===== config.mk =====
export PLATFORM = sky130hd
export DESIGN_NAME = rail_frame_packer
export DESIGN_NICKNAME = d
export VERILOG_FILES = /design/src/rtl/rail_frame_packer.sv
export SDC_FILE = /design/constraint.sdc
export NUM_CORES = 1
export LEC_CHECK = 0
export CORE_ASPECT_RATIO = 1.75
export CORE_MARGIN = 5
export CORE_UTILIZATION = 55
export DETAILED_ROUTE_END_ITERATION = 10
export DONT_BUFFER_PORTS = 1
export GPL_ROUTABILITY_DRIVEN = 0
export PLACE_DENSITY = 0.7
export SLEW_MARGIN = 10
export SYNTH_ARGS = -nofsm -noshare
export SYNTH_HDL_FRONTEND = slang
export SYNTH_SLANG_ARGS = --single-unit

===== constraint.sdc =====
create_clock -name sclk -period 7.7 [get_ports sclk]
set_input_delay 2.31 -clock sclk [delete_from_list [all_inputs] [get_ports sclk]]
set_output_delay 2.31 -clock sclk [all_outputs]
set_load 0.05 [all_outputs]

===== src/rtl/rail_frame_packer.sv =====
`default_nettype none
// ============================================================================
//  Module   : rail_frame_packer
//  Purpose  : Snapshots one set of rail ADC samples per sampleValid strobe and
//             serialises it as a byte frame to a UART transmitter:
//             A5 5A seq NUM_ADCS {hi,lo}*NUM_ADCS check.
//             Snapshots arriving while a frame is in flight are dropped and
//             counted in a saturating 8-bit counter.
//  Options  : RAIL_FRAMER_CRC_EN - when defined the check byte is CRC-8
//             (poly 0x07, init 0x00, MSB-first); otherwise it is the 8-bit
//             modular sum of frame bytes 2..FRAME_LEN-2.
//  Revision : 1.0 - initial release
// ============================================================================
module rail_frame_packer #(
  parameter int NUM_ADCS = 5,
  parameter int SAMPLE_W = 12
) (
  input  logic                         sclk,
  input  logic                         rstn,
  input  logic                         sampleValid,
  input  logic [NUM_ADCS*SAMPLE_W-1:0] sampleData,
  input  logic                         uartReady,
  output logic                         dataReady,
  output logic [7:0]                   outByte,
  output logic                         frameBusy,
  output logic [7:0]                   dropCount
);

  localparam int               FRAME_LEN   = 5 + 2 * NUM_ADCS;
  // Largest frame is 69 bytes, so a 7-bit index always suffices.
  localparam int               IDX_W       = 7;
  localparam int               CH_W        = IDX_W - 1;
  localparam logic [IDX_W-1:0] c_FRAME_LEN = IDX_W'(FRAME_LEN);
  localparam logic [IDX_W-1:0] c_LAST_IDX  = IDX_W'(FRAME_LEN - 1);
  localparam logic [7:0]       c_NUM_ADCS  = 8'(NUM_ADCS);
  localparam logic [7:0]       c_SYNC0     = 8'hA5;
  localparam logic [7:0]       c_SYNC1     = 8'h5A;

  typedef enum logic [1:0] {
    S_IDLE      = 2'd0,
    S_SEND      = 2'd1,
    S_WAIT_LOW  = 2'd2,
    S_WAIT_HIGH = 2'd3
  } state_t;

  state_t                       r_state;
  state_t                       w_state_nxt;
  logic [NUM_ADCS*SAMPLE_W-1:0] r_samples;
  logic [IDX_W-1:0]             r_idx;
  logic [7:0]                   r_acc;
  logic [7:0]                   r_seq;
  logic [7:0]                   r_out;
  logic [7:0]                   r_drop;

  logic                         w_capture;
  logic                         w_strobe;
  logic                         w_frame_done;
  logic                         w_fold;
  logic [IDX_W-1:0]             w_rel;
  logic [15:0]                  w_sample16;
  logic [7:0]                   w_byte;

`ifdef RAIL_FRAMER_CRC_EN
  // CRC-8, poly 0x07, processed MSB-first one byte at a time.
  function automatic logic [7:0] f_fold(input logic [7:0] acc, input logic [7:0] b);
    logic [7:0] c;
    c = acc ^ b;
    for (int i = 0; i < 8; i++) begin
      c = c[7] ? ((c << 1) ^ 8'h07) : (c << 1);
    end
    return c;
  endfunction
`else
  // Plain 8-bit modular sum.
  function automatic logic [7:0] f_fold(input logic [7:0] acc, input logic [7:0] b);
    return acc + b;
  endfunction
`endif

  // Select the frame byte addressed by the current index.
  always_comb begin
    w_rel      = r_idx - IDX_W'(4);
    w_sample16 = '0;
    for (int k = 0; k < NUM_ADCS; k++) begin
      if (w_rel[IDX_W-1:1] == CH_W'(k)) begin
        w_sample16 = 16'(r_samples[k*SAMPLE_W +: SAMPLE_W]);
      end
    end
    if (r_idx == IDX_W'(0)) begin
      w_byte = c_SYNC0;
    end else if (r_idx == IDX_W'(1)) begin
      w_byte = c_SYNC1;
    end else if (r_idx == IDX_W'(2)) begin
      w_byte = r_seq;
    end else if (r_idx == IDX_W'(3)) begin
      w_byte = c_NUM_ADCS;
    end else if (r_idx == c_LAST_IDX) begin
      w_byte = r_acc;
    end else begin
      // Even offset from the first sample byte is the high byte.
      w_byte = w_rel[0] ? w_sample16[7:0] : w_sample16[15:8];
    end
    // Sync bytes and the check byte itself are excluded from the check.
    w_fold = (r_idx >= IDX_W'(2)) && (r_idx < c_LAST_IDX);
  end

  // Next-state and handshake decode.
  always_comb begin
    w_state_nxt  = r_state;
    w_capture    = 1'b0;
    w_strobe     = 1'b0;
    w_frame_done = 1'b0;
    case (r_state)
      S_IDLE: begin
        if (sampleValid) begin
          w_capture   = 1'b1;
          w_state_nxt = S_SEND;
        end
      end
      S_SEND: begin
        if (uartReady) begin
          w_strobe    = 1'b1;
          w_state_nxt = S_WAIT_LOW;
        end
      end
      S_WAIT_LOW: begin
        // Wait for the transmitter to take the byte before offering another.
        if (!uartReady) begin
          w_state_nxt = S_WAIT_HIGH;
        end
      end
      S_WAIT_HIGH: begin
        if (uartReady) begin
          if (r_idx < c_FRAME_LEN) begin
            w_state_nxt = S_SEND;
          end else begin
            w_state_nxt  = S_IDLE;
            w_frame_done = 1'b1;
          end
        end
      end
      default: w_state_nxt = S_IDLE;
    endcase
  end

  // State register.
  always_ff @(posedge sclk or negedge rstn) begin
    if (!rstn) begin
      r_state <= S_IDLE;
    end else begin
      r_state <= w_state_nxt;
    end
  end

  // Snapshot, byte index, check accumulator, sequence and drop counter.
  always_ff @(posedge sclk or negedge rstn) begin
    if (!rstn) begin
      r_samples <= '0;
      r_idx     <= '0;
      r_acc     <= 8'h00;
      r_seq     <= 8'h00;
      r_out     <= 8'h00;
      r_drop    <= 8'h00;
    end else begin
      if (w_capture) begin
        r_samples <= sampleData;
        r_idx     <= '0;
        r_acc     <= 8'h00;
      end
      if (w_strobe) begin
        r_out <= w_byte;
        r_idx <= r_idx + IDX_W'(1);
        if (w_fold) begin
          r_acc <= f_fold(r_acc, w_byte);
        end
      end
      if (w_frame_done) begin
        r_seq <= r_seq + 8'd1;
      end
      if (sampleValid && (r_state != S_IDLE) && (r_drop != 8'hFF)) begin
        r_drop <= r_drop + 8'd1;
      end
    end
  end

  // The strobe cycle shows the new byte directly so the first byte leaves one
  // cycle after capture; r_out holds it until the next strobe.
  assign dataReady = w_strobe;
  assign outByte   = w_strobe ? w_byte : r_out;
  assign frameBusy = (r_state != S_IDLE);
  assign dropCount = r_drop;

endmodule
`default_nettype wire


After elaboration in Yosys (flattened, before gate mapping)
Index checks and enable logic that the tools add are counted.
Widths: inputs -> output; s select.

operators by class
  reductions and logical operators = 9
  magnitude comparators = 3
  muxes and demuxes = 30
  equality and inequality tests = 16
  add/subtract/negate cells = 5

operators with widths
  kind                 number
  $mux 8               10
  $mux 12              3
  $mux 16              2
  $add 8x1->8 const B  2
  $eq 7x2->1 const B   2
  $lt 7x4->1 const B   2
  $mux 7               2
  $eq 6x2->1 const B   2
  $add 8x8->8          1
  $mux 1               8
  $mux 2               4
  $ne 2x2->1 const B   4
  $ne 8x8->1 const B   1
  $pmux 2 s4           1
  $add 7x1->7 const B  1
  $eq 7x1->1 const B   1
  $eq 7x4->1 const B   1
  $ge 7x2->1 const B   1
  $logic_not 7->1      1
  $sub 7x3->7 const B  1
  $eq 6x1->1 const B   1
  $eq 6x3->1 const B   1
  $logic_not 6->1      1
  $eq 2x2->1 const B   2
  other kinds (5)      8

word-level totals
  bits of input ports = 64
  register bits = 101
  logic and storage cells = 70
  output and inout port bits = 18

Logic depth before layout (Yosys ltp)
Gate-level depths: netlist of the first run.

  word-level depth = 16
  mapped depth = 20
  depth with buffers taken out = 19

Worst setup path before layout of the first run
OpenSTA, ideal clock, no wires.

  path kind = input port to output port
  from = input uartReady
  to = output outByte[0]
  arrival = 4.119 ns
  cell stages on the path = 5
  path buffers = 1
  setup slack = 1.271 ns
  path through = nand2_1 > inv_1 > buf_1 > o21ai_0 > a21oi_1

between the ends
  cells in the longest elaborated chain, start to end = 3

RTL lines
  what                 line  text
  start: declaration   22    input logic uartReady,
  $mux 1               121   if (uartReady) begin
  $mux 1               113   case (r_state)
  named net dataReady  23    output logic dataReady,
  $mux 8               --
  end: declaration     24    output logic [7:0] outByte,

The timed path passes the listed nets, and every way through them passes these cells.

Final worst setup path of the first run
  from = input uartReady
  to = output outByte[2]

between the ends
  cells in the longest elaborated chain, start to end = 3

RTL lines
  what    line
  $mux 1  121
  $mux 1  113
  $mux 8  --

Every way passes these cells.

==> metrics, run 1 <==
CTS tree=done; Max-Cap Viols=0; CTS resizes=0; Clock Tree Root=clkbuf_16; Avg Inst Size Synth=10.87 um^2; proportion of layout cells with a drive suffix above 1=19.88%; Gate Count Post-Synth=497; Ant. Diodes=0; slowest stage delay, CP=0.87 ns; clock buffer depth=2; pwr dens=401.4 nW/um^2; total grt overflow=0; Worst-Skew Late Latency=0.35 ns; vias in the first global route=4081; WL/cell=~20 um; DR vias=3852; IO buf count=0; Peak Freq=roughly 160 MHz; Comb pwr share=38.8%; ANT nets after route=0; Yosys reg bits=101; total power=2.321 mW; Area Growth Syn to Fin=7.042%; setup violators final=0; # DRC=0; cts hold-fix bufs=0; final period utilization=80.66%; Worst VDD drop=0.3185 mV; CP most frequent cell=nand2_1; chip width=84.91 um; number of synthesized flops with an enable pin=0; clk sinks=101; Initial DRT Pass Iterations=5; core area=9729 um^2; Max H-tree Level=3; antenna violations before repair=0; Sw Ratio=39.95%; crit path DAT=3.90 ns; Layout Skew=0.008755 ns; sequential fraction of the synthesis area=46.79%; First DRT Iteration DRCs=207; RSZ-0062 raised after global routing=no; Fin Hold WS=~0.5 ns; critical-path maximum fanout=13; first-pass GRT wire length=20.57 mm; HP Class=reg -> reg; Static Leak=roughly 2.5 nW; gr usage total=a little over a fifth; kind of critical path=in -> out; Startpoint Class=primary input; Total Die Area=11980 um^2; largest net degree at the start of global routing=102; CP Data Required Time=5.39 ns; Period minus WS final=~6.2 ns; Yosys cell types=60; YS warnings=0; final hold vios=0; final setup TNS=0 ns; max_slew headroom=24.06%; Internal=roughly 1.4 mW; Main synth FF type=dfrtp_1; Worst Setup End Kind=primary output; Buf/Inv on CP=0; Cell Chain, Critical Path=nand2_1 > nor2_1 > nand2_1 > o21ai_0 > a21oi_1; post-detail-place hpwl=around 9.3 mm; Psw=927.2 uW; CTS Buf Count=9; Ports=82; row cnt=48; Slowest cell on crit path=a21oi_1; Net count, final=575; ratio of routed vias to standard cells=6.233; clock transition at the registers of the reported paths=0.06 ns; Die Y=about 140 um; Mapped Nets=583; final wirelength=approximately 13 mm; FF-to-FF setup slack=3.06 ns; worst slew pin tran=1.139 ns; Starting Density=between 50% and 60%; Async SR Flop Fraction=100.0%; Clock power frac=19.8%; number of setup buffers added after CTS=0; Slew Viols, Final=0; Flop pwr share=41.4%; mapped cell area=5401 um^2; status=completed; Crit path max-delay family=compound AO/OA/AOI/OAI gates
[through the flow]
step	instances	worst slack (ns)	utilization (%)	instance area (um^2)
2_1_floorplan	497	1.271	-	5401
3_3_place_gp	603	1.525	56.35	5483
3_5_place_dp	603	1.492	56.35	5483
4_1_cts	618	1.490	59.43	5782
5_1_grt	618	1.365	59.43	5782
6_report	618	1.489	59.43	5782
[worst register-to-register path: cells and delay by family, from the launching register on]
kind / cells / cell delay (ns)
AOI/OAI and AO/OA: 8 / 2.12
and+or+nand+nor: 3 / 0.38
adders and majority gates: 2 / 0.68
DFF: 1 / 1.01
buffers and inverters: 1 / 0.37
[synthesized netlist by cell type (all sizes together), types with 7 or more instances]
cell type	n	share of area [%]
nand4	10	1.2
nand2	41	2.8
xnor2	12	1.9
xor2	8	1.3
clkbuf	7	0.49
a21oi	27	2.5
buf	15	1.6
dfrtp	101	47
nor2	27	2.0
nand3	16	1.5
mux2	67	14
inv	15	1.0
mux2i	20	3.7
o21ai	36	3.4
ha	21	4.9
[sequential cells by signal (all words and copies together), names as in the netlist]
name,count
dropCount,8
r_acc,8
r_idx,7
r_out,8
r_samples,60
r_seq,8
r_state,2
[cell type report]
class | instances | area (um^2)
sequential | 101 | 2527
timing repair buffer | 3 | 22.52
multi-input combinational | 359 | 2720
clock buffer | 10 | 239.0
tap | 125 | 156.4
inverter | 15 | 56.30
clock inverter | 5 | 60.06
fill | 857 | 3948
[cells in the final DEF, fill, tap and decap left out, drive strengths merged, types with 3 or more instances in the layout]
master,count
xor2,8
a32oi,3
a211oi,3
nand4,10
nor2,27
clkbuf,10
and3,5
a31oi,4
ha,21
nand2,41
and2,4
nand3,16
o22ai,3
buf,3
nor3,6
a221oi,4
a21o,4
o31ai,4
inv,16
a21oi,27
o211ai,5
mux2,67
mux2i,20
o21ai,36
xnor2,12
dfrtp,101
[metal layers]
| metal | up-vias | routed length [um] | GRT usage, % |
|---|---|---|---|
| met4 | 0 | 483 | 11.09 |
| met5 | - | 0 | 0 |
| met1 | 1886 | 4434 | 23.65 |
| li1 | 1782 | - | - |
| met3 | 40 | 750 | 5.906 |
| met2 | 144 | 6983 | 38.95 |
[cells by family (layout without fill, tap and decap cells)]
group | count (synthesis) | after routing | synth area share [%]
XOR/XNOR | 20 | 20 | 3.243
flip-flops | 101 | 101 | 46.79
multiplexers | 87 | 87 | 17.67
buffers and inverters | 37 | 33 | 3.081
AND/OR/NAND/NOR | 122 | 122 | 11.26
adder cells (fa/ha/maj) | 22 | 22 | 5.235
AO/OA/AOI/OAI | 108 | 108 | 12.72
[path summary, 6_finish.rpt]
kind,from,to,depth (start not counted)
max reg2reg,r_idx[1]$_DFFE_PN0P_,r_acc[7]$_DFF_PN0_,14
min,r_samples[23]$_DFFE_PN0P_,r_samples[23]$_DFFE_PN0P_,1
min in group asynchronous,rstn,r_out[7]$_DFF_PN0_,0
max in group asynchronous,rstn,r_samples[16]$_DFFE_PN0P_,0
max,uartReady,outByte[2],5
min reg2reg,r_samples[23]$_DFFE_PN0P_,r_samples[23]$_DFFE_PN0P_,1
[power by group through the flow]
stage | Clock, mW | Sequential [mW] | Combinational (mW)
finish | 0.459 | 0.961 | 0.901
global route | 0.494 | 0.995 | 0.986
floorplan | 0 | 0.913 | 0.746
global placement | 0 | 0.959 | 0.874
detailed placement | 0 | 0.971 | 0.903
CTS | 0.469 | 0.962 | 0.907
Note: power is estimated with default switching activity, not from simulation.
==> run 2, diff against run 1 <==
--- a/config.mk
+++ b/config.mk
@@ -11,7 +11,7 @@
 export DETAILED_ROUTE_END_ITERATION = 10
 export DONT_BUFFER_PORTS = 1
 export GPL_ROUTABILITY_DRIVEN = 0
-export PLACE_DENSITY = 0.7
+export PLACE_DENSITY = 0.73
 export SLEW_MARGIN = 10
 export SYNTH_ARGS = -nofsm -noshare
 export SYNTH_HDL_FRONTEND = slang
==> constraint.sdc (replaced) <==
create_clock -name sclk -period 5 [get_ports sclk]
set_input_delay 1.5 -clock sclk [delete_from_list [all_inputs] [get_ports sclk]]
set_output_delay 1.5 -clock sclk [all_outputs]
set_load 0.05 [all_outputs]
==> run 2 against run 1 <==
  * Final cell count is 1.3% higher
  * Combinational power is 60% higher
  * Critical path depth is 4 higher
  * Register-to-register slack worse by 2.5 ns
  * Flip-flop and latch count stayed put
  * Sequential share of layout area is 0.45 points lower
  * Critical endpoint is now outByte[6]
==> metrics, run 2 (synthesis results as in run 1) <==
Layout Skew=0.01278 ns (+0.004020 ns); Finished Core Util=60.07% (+0.64 points); critical-path maximum fanout=14 (+1); Max H-tree Level=3 (unchanged); antenna violations before repair=0 (unchanged); Worst VDD drop=0.3314 mV (+4.0%); row cnt=48 (unchanged); Flop pwr share=41.3% (about the same); FF-to-FF setup slack=0.60 ns (-2.46 ns); clock transition at the registers of the reported paths=0.07 ns (about the same); IO buf count=0 (unchanged); final hold vios=0 (unchanged); Max-Cap Viols=0 (unchanged); dpl cells=610 (+1.2%); Starting Density=55.52% (unchanged); core area=9729 um^2 (unchanged); worst slew pin tran=0.8016 ns (-0.3374 ns); largest net degree at the start of global routing=102 (unchanged); kind of critical path=reg -> out; FILL cells=834 (-2.7%); RSZ-0062 raised after global routing=no; proportion of layout cells with a drive suffix above 1=21.76% (+1.9 points); DR vias=3954 (+2.6%); setup violators final=0 (unchanged); CP Data Required Time=3.50 ns (-1.89 ns); commonest non-fill, non-tap cells in the layout=dfrtp_1, mux2_2, nand2_1; Slew Viols, Final=0 (unchanged); status=completed; clk sinks=101 (unchanged); CTS tree=done; Slowest cell on crit path=dfrtp_2; Sw Ratio=41.07% (+1.1 points); crit path DAT=3.23 ns (-0.67 ns); Total Die Area=11980 um^2 (unchanged); ratio of routed vias to standard cells=6.316 (+1.3%); post-detail-place hpwl=9.354 mm (+0.46%); WL/cell=19.73 um (-3.6%); pwr dens=614.6 nW/um^2 (+53%); HP Class=reg -> reg; Period minus WS final=~4.7 ns; ANT nets after route=0 (unchanged); gr usage total=21.31% (-0.65 points); Net count, final=582 (+1.2%); Psw=1.475 mW (+59%); chip width=84.91 um (unchanged); slowest stage delay, CP=0.48 ns (-0.39 ns); clock buffer depth=2 (unchanged); Startpoint Class=register; Buf/Inv on CP=1 (+1); Internal=2.117 mW (+52%); Worst Setup End Kind=primary output; Static Leak=2.503 nW (+1.0%); Area Growth Syn to Fin=8.200%; final period utilization=a little over nine tenths; Largest Register=r_samples; final non-filler cell total=626 (+1.3%); Peak Freq=211.6 MHz; Ant. Diodes=0 (unchanged); max_slew headroom=46.24% (+22 points); Cell Chain, Critical Path=inv_1 > ha_1 > or2_1 > and4bb_2 > a21o_1 > a221oi_1 > or3_1 > a221oi_2 > mux2_2; vias in the first global route=4051 (-0.74%); Comb pwr share=40.0% (+1.2 points); Clock power frac=18.8% (-1.0 points); first-pass GRT wire length=20.15 mm (-2.0%); most common cell after layout, fill and taps aside=dfrtp_1; # DRC=0 (unchanged); First DRT Iteration DRCs=312 (+51%); total grt overflow=0 (unchanged); Worst-Skew Late Latency=0.35 ns (about the same); CTS Buf Count=9 (unchanged); Clock Tree Root=clkbuf_16; max reg flops=60 (unchanged); Crit path max-delay family=simple AND/OR/NAND/NOR gates; final setup TNS=0 ns (unchanged); Initial DRT Pass Iterations=4 (-1); Die Y=141.1 um (unchanged); Ports=82 (unchanged); final wirelength=12.35 mm (-2.3%)
run 2: cell count changes in the layout (fill, tap and decap cells not counted):
cell,before,now
dfrtp_1,101,100
a21oi_2,0,2
a21oi_1,27,25
clkinv_8,0,1
clkinvlp_4,1,2
o31ai_4,0,1
clkbuf_8,1,0
inv_6,1,3
buf_4,3,10
bufinv_16,1,0
o31ai_2,2,1
dfrtp_2,0,1
clkinv_2,1,0
run 2: final timing paths:
path	endpoint	cells past startpoint	startpoint
setup reg to reg	r_acc[7]$_DFF_PN0_	17	r_idx[2]$_DFFE_PN0P_
setup / recovery	outByte[6]	9	r_idx[2]$_DFFE_PN0P_
hold / removal	r_out[7]$_DFF_PN0_	2	r_out[7]$_DFF_PN0_
max in group asynchronous	r_idx[2]$_DFFE_PN0P_	0	rstn
min in group asynchronous	r_seq[3]$_DFFE_PN0P_	0	rstn
hold reg to reg	r_out[7]$_DFF_PN0_	2	r_out[7]$_DFF_PN0_
run 2: final cells by class:
class / count / area, um^2 / share of cell area, %
multi-input combinational: 359 / 2736 / 46.82
sequential: 101 / 2529 / 43.27
clock buffer: 9 / 225.2 / 3.854
tap: 125 / 156.4 / 2.676
timing repair buffer: 10 / 75.07 / 1.285
clock inverter: 7 / 66.31 / 1.135
inverter: 15 / 56.30 / 0.9634
run 2: what timing repair did:
action / 4_1_cts / 5_1_grt
hold buffers: 0 / 0
setup buffers: 0 / 0
resized for setup: 1 / 3
setup endpoints to repair: 1 / 3
gates cloned: 0 / 0
hold endpoints to repair: 0 / 0
run 2: layer usage:
metal,routed length (um),global-route usage [%],share of wire (%),vias up
met2,6424,36.39,52,179
met5,0,0,0,-
met4,595,11.34,4.8,0
met1,4523,23.55,37,1934
met3,811,6.433,6.6,42
li1,-,-,-,1799
run 2: power groups by stage:
stage / sequential [mW] / combinational (mW) / clock [mW]
2_1_floorplan: 1.41 / 1.15 / 0
3_3_place_gp: 1.48 / 1.37 / 0
3_5_place_dp: 1.49 / 1.42 / 0
4_1_cts: 1.48 / 1.43 / 0.687
5_1_grt: 1.53 / 1.56 / 0.721
6_report: 1.48 / 1.44 / 0.674
run 2: worst min-delay path, cell delays in order (launching register included):
cell	delay, ns
dfrtp_1	0.34
nand2_1	0.05
nand2_1	0.08
run 2: stage by stage:
stage                     setup WS, ns  power, mW  hold slack [ns]  cell area, um^2
after detailed placement        0.3305      2.910           0.4805             5535
after CTS                      0.06171      3.599           0.5039             5836
after global placement          0.3950      2.851           0.4761             5535
after floorplan                 0.1503      2.553           0.4664             5401
after global routing            0.1197      3.813           0.5222             5844
final                           0.2747      3.592           0.4953             5844
